$ cat src/rtl/pipe_stage_buf.sv
// Generic pipeline-stage buffer: valid/ready on both sides, optional skid slot,
// hazard bubbles, flush, debug step-freeze and occupancy reporting.
module pipe_stage_buf #(
   parameter int DATA_W = 128,
   parameter int CTRL_W = 16,
   parameter int SKID   = 1
) (
   input  logic              clk,
   input  logic              i_reset,
   input  logic              i_step,
   input  logic              i_flush,
   input  logic              i_stall,
   input  logic              i_valid,
   output logic              o_ready,
   input  logic [DATA_W-1:0] i_data,
   input  logic [CTRL_W-1:0] i_ctrl,
   output logic              o_valid,
   input  logic              i_ready,
   output logic [DATA_W-1:0] o_data,
   output logic [CTRL_W-1:0] o_ctrl,
   output logic [1:0]        o_count
);

   localparam bit LP_SKID = (SKID != 0);

   logic              r_m_valid;
   logic [DATA_W-1:0] r_m_data;
   logic [CTRL_W-1:0] r_m_ctrl;
   logic              r_s_valid;
   logic [DATA_W-1:0] r_s_data;
   logic [CTRL_W-1:0] r_s_ctrl;

   logic w_accept;
   logic w_drain;
   logic w_m_free;

   // With a skid slot, ready depends only on state so no combinational path from i_ready.
   assign o_ready  = (LP_SKID ? ~r_s_valid : (~r_m_valid | i_ready)) & ~i_step & ~i_stall;
   assign o_valid  = r_m_valid & ~i_step;
   assign o_data   = r_m_data;
   assign o_ctrl   = r_m_ctrl;
   assign o_count  = {1'b0, r_m_valid} + {1'b0, r_s_valid};

   assign w_accept = i_valid & o_ready;
   assign w_drain  = o_valid & i_ready;
   assign w_m_free = ~r_m_valid | w_drain;

   always_ff @(posedge clk or posedge i_reset) begin
      if (i_reset) begin
         // NOTE: payload registers are reset as well, so o_data reads 0 and S holds no stale data.
         r_m_valid <= 1'b0;
         r_m_data  <= '0;
         r_m_ctrl  <= '0;
         r_s_valid <= 1'b0;
         r_s_data  <= '0;
         r_s_ctrl  <= '0;
      end else if (i_flush) begin
         r_m_valid <= 1'b0;
         r_s_valid <= 1'b0;
         r_m_ctrl  <= '0;
         r_s_ctrl  <= '0;
      end else if (i_step) begin
         // Frozen for debug: every register holds.
      end else if (r_s_valid && w_drain) begin
         // Older skid entry advances into M; M stays valid.
         r_m_data <= r_s_data;
         r_m_ctrl <= r_s_ctrl;
         if (w_accept) begin
            r_s_data <= i_data;
            r_s_ctrl <= i_ctrl;
         end else begin
            r_s_valid <= 1'b0;
         end
      end else if (i_stall) begin
         if (w_m_free) begin
            r_m_valid <= 1'b0;
            r_m_ctrl  <= '0;
         end
      end else if (w_m_free) begin
         if (w_accept) begin
            r_m_valid <= 1'b1;
            r_m_data  <= i_data;
            r_m_ctrl  <= i_ctrl;
         end else begin
            r_m_valid <= 1'b0;
         end
      end else if (LP_SKID && w_accept) begin
         r_s_valid <= 1'b1;
         r_s_data  <= i_data;
         r_s_ctrl  <= i_ctrl;
      end
   end

endmodule

$ cat config.mk
export PLATFORM = sky130hd
export DESIGN_NAME = pipe_stage_buf
export DESIGN_NICKNAME = d
export VERILOG_FILES = /design/src/rtl/pipe_stage_buf.sv
export SDC_FILE = /design/constraint.sdc
export NUM_CORES = 1
export LEC_CHECK = 0
export CAP_MARGIN = 15
export CORE_MARGIN = 3
export CORE_UTILIZATION = 53
export CTS_CLUSTER_SIZE = 40
export DETAILED_ROUTE_END_ITERATION = 10
export PLACE_DENSITY = 0.85
export SLEW_MARGIN = 20
export SYNTH_ARGS = -nofsm -noshare
export SYNTH_HDL_FRONTEND = slang
export SYNTH_SLANG_ARGS = --single-unit
$ cat constraint.sdc
create_clock -name clk -period 26.9 [get_ports clk]
set_input_delay 2.69 -clock clk [delete_from_list [all_inputs] [get_ports clk]]
set_output_delay 2.69 -clock clk [all_outputs]
set_load 0.02 [all_outputs]
; ---- Word level (Yosys, flattened, before mapping)
; Index checks and enable logic that the tools add are counted.
[op_classes]
reduce_logical = 13
div_mod_pow = 0
eq_ne = 7
shift = 0
multipliers = 0
n_addsub = 1
bitwise = 11
magnitude_cmp = 0
n_mux = 35
[op_table]
columns = op, n
row1 = 2-to-1 mux 128 bit, 8
row2 = 2-to-1 mux 16 bit, 13
row3 = 2-to-1 mux 1 bit, 14
row4 = AND reduction 5 bit, 2
row5 = AND reduction 3 bit, 3
row6 = inequality test 2 x 1 -> 1 bit (second input constant), 3
row7 = inequality test 3 x 2 -> 1 bit (second input constant), 2
row8 = nonzero test 2 bit, 3
row9 = nonzero test 3 bit, 2
row10 = bitwise AND 1 bit, 5
row11 = NOT 1 bit, 5
row12 = AND reduction 4 bit, 1
row13 = nonzero test 4 bit, 1
row14 = inequality test 3 bit (second input constant), 1
row15 = adder 1 x 1 -> 2 bit, 1
row16 = inequality test 2 bit (second input constant), 1
row17 = logical AND 1 bit, 1
row18 = OR 1 bit, 1
[word_totals]
romBits = 0
out_inout_bits = 148
in_bits = 151
ff_bits = 290
elab_cells = 73
latchBits = 0
memories = 0
mem_bits_rw = 0

; ---- Longest topological paths before layout
[depth]
word_depth = 10
depth_mapped = 7
ltp_nobuf = 4

; ---- Worst setup path before layout
; No wires, ideal clock.
[synth_timing]
path_kind = input-to-output
startpoint = input port i_step
endpoint = output port o_valid
path_slack_ns = 20.518
cell_stages = 5
path_buffers = 3
arrival_ns = 3.692
t_required_ns = 24.210
path_cell_list = buf_2 > nand2b_1 > clkbuf_1 > clkinv_1 > clkbuf_1
[synth_via]
elab_chain_len = 2
[synth_rtl]
columns = element, line_no
row1 = start: declaration, 10  ; input logic i_step,
row2 = NOT 1 bit (no line), n/a
row3 = bitwise AND 1 bit, 39  ; assign o_valid = r_m_valid & ~i_step;
row4 = end: declaration, 17  ; output logic o_valid,
; No other way between the ends.

; ---- Worst setup path after layout
; Same ends and word-level chain as after synthesis.

==> impl_metrics.tcl <==
set metrics [dict create \
    status "finished clean" \
    final_area_um2 15800 \
    die_h_um 156 \
    yosys_warnings 0 \
    synth_area_um2 11900 \
    gp_congestion 0.809 \
    clk_latency_ps 530 \
    utilization_pct 72.1 \
    rsz0062_at_grt "false" \
    syn_inst 900 \
    critPathSlowestCell "clkdlybuf4s50_1" \
    crit_chain "clkdlybuf4s50_1 > nand2b_1 > clkinv_1 > clkdlybuf4s50_1" \
    slowest_delay_ps 710 \
    finalSetupTns_ps 0 \
    synth_top_area_share_pct 61.0 \
    final_cells 1456 \
    die_w_um 156 \
    p_leak_uw 0.00683 \
    slew_headroom_pct 28.8 \
    slew_violations 0 \
    worst_slack_ps 18940 \
    dp_cells 1404 \
    grt.total_usage_pct 26.0 \
    cts_buffer_depth 3 \
    worstHoldPathType "reg2reg" \
    dpl_cell_area_um2 14900 \
    hpwl_um 19600 \
    clock_sinks 290 \
    crit_buf_inv 3 \
    hold_buffers 0 \
    synth_fp_nets 1052 \
    fin_crit_sh_pct 29.6 \
    syn_area_per_cell_um2 13.2 \
    hold_violations 0 \
    start_kind "input port" \
    h-tree-depth 1 \
    grt_overflow 0 \
    cts_resized 0 \
    ctsRootBufferMaster "clkbuf_16" \
    rr_endpoint "r_s_data[76]" \
    multi_input_area_um2 4150 \
    grt_pass1_wl_um 51600 \
    synth_area_leader_cell "dfrtp_1" \
    ant_nets 0 \
    worstPathRequired_ps 24210 \
    cts_tree "yes" \
    rr_startpoint "r_s_valid" \
    dp_worst_setup_slack_ps 19000 \
    ff_latch_area_um2 7260 \
    vias 8965 \
    mostFrequentLayoutCell "clkdlybuf4s50_1" \
    synthTopCellsByArea "dfrtp_1 61%, mux2_2 12%, a2bb2oi_1 9.4%" \
    antenna_found_initial 1 \
    numCtsBuffers 29 \
    dieArea_um2 24300 \
    path_class "in2out" \
    io_buffers 298 \
    grt_pass1_vias 9462 \
    cp_top_family "buffers and inverters" \
    ys_seq_area_share_pct 61.0 \
    critPathArrivalTime_ps 5270 \
    final.min_clock_period_ps 7960 \
    r2r_slack_ps 23470 \
    nNetsFinal 1307 \
    area_delta_synth_final_pct 33.1 \
    cts_setup_buffers 0 \
    clock_skew_ps 9.47 \
    drc 0 \
    core.rowCount 54 \
    worst_pin_slew_ps 1070 \
    num_io_pins 299 \
    start_util_pct 54.2 \
    wire_per_inst_um 22.2 \
    max-vdd-ir-drop_v 0.0000656 \
    hold_end "r_s_data[36]" \
    max_freq_mhz 126 \
    crit_fanout 18 \
    drtIter0Drc 709 \
    synth_seq_cells 290 \
    ys_types 33 \
    endpoint_kind "output port" \
    hold_start "r_s_data[36]" \
    grt_max_degree 139 \
    fillers 1454 \
    crit_top_cell "clkdlybuf4s50_1" \
    clkSlewWorstSetupHoldPaths_ps 60 \
    setup_viol 0 \
    reg2regPathDepth 5 \
    viasPerCell 6.16 \
    drt_wl_total_um 32300 \
    cap_violations 0 \
    drive_above_1_share_pct 16.4 \
    layout_common_cells "298 x clkdlybuf4s50_1, 290 x dfrtp_1, 128 x mux2_2, 128 x o22ai_1, 128 x a2bb2oi_1" \
    core-area_um2 22000 \
    powerDensity_nw_per_um2 79.9 \
    holdPathStages 1 \
    dr.pass1.iters 5 \
]
[registers in the layout (all words and copies together), names as in the netlist]
register and cells:
o_data 128, r_s_data 128, o_ctrl 16, r_s_ctrl 16, r_m_valid 1, r_s_valid 1
[Yosys cell counts, drive strengths merged]
library cell,count
nor2,1
nand2,32
mux2i,1
nand3,32
nor3,2
nor4,1
mux2,128
clkinv,3
inv,2
o21a,1
nand2b,1
nor3b,1
a211oi,1
a2111oi,1
and4b,1
and2,1
a2bb2oi,128
ha,1
or4b,2
nor2b,1
a2111o,1
o21ai,17
nand4b,1
buf,47
dfrtp,290
nor4b,1
a21oi,17
clkbuf,41
a32oi,16
o22ai,128
[layer usage]
metal  routed length (um)  vias up  global-route usage, %
met1                12900     4531                   34.2
met2                15400      391                   42.0
met3                 2910       73                   7.30
met4                 1110        0                   9.00
li1                     -     3970                      -
met5                    0        -                      0
[worst max path at each step]
| stage | from | to | slack [ps] | depth (start not counted) |
|---|---|---|---|---|
| CTS | i_step | o_valid | 18970 | 4 |
| finish | i_step | o_valid | 18940 | 4 |
| global route | i_step | o_valid | 18740 | 4 |
| floorplan | i_reset | o_ctrl[0] | 16200 | 1 |
| global placement | i_step | o_valid | 19050 | 4 |
| detailed placement | i_step | o_valid | 19000 | 4 |
[through the flow]
step / power, uW / hold WS [ps]
2_1_floorplan: 704 / 481
3_3_place_gp: 858 / 489
3_5_place_dp: 867 / 496
4_1_cts: 1270 / 510
5_1_grt: 1310 / 519
6_report: 1260 / 508
[power by group]
| group | internal [uW] | switching [uW] |
|---|---|---|
| registers | 511 | 46.1 |
| logic | 164 | 141 |
| clock network | 238 | 164 |
| total | 913 | 352 |
[worst reg2reg max path, delay by kind of cell, from the launching register on]
family                 cells  cell delay, ps
buffers and inverters      2            1190
DFF                        1             500
muxes                      1             440
and+or+nand+nor            2            1180
[cells by family after synthesis]
group	after synthesis	synth area share, %
AO/OA/AOI/OAI	310	19.2
adder cells (fa/ha/maj)	1	0.105
buffers and inverters	93	4.27
flip-flops	290	61.0
multiplexers	129	12.2
AND/OR/NAND/NOR	77	3.20
[cell type report]
cell class,instances,share of cell area [%]
repair buffers,312,19.5
inverters,5,0.166
multi-input cells,517,26.2
well taps,280,2.21
clock inverters,8,0.569
flip-flops and latches,290,45.8
clock buffers,43,5.42
diodes,1,0.0158
(Power assumes the default switching activity.)
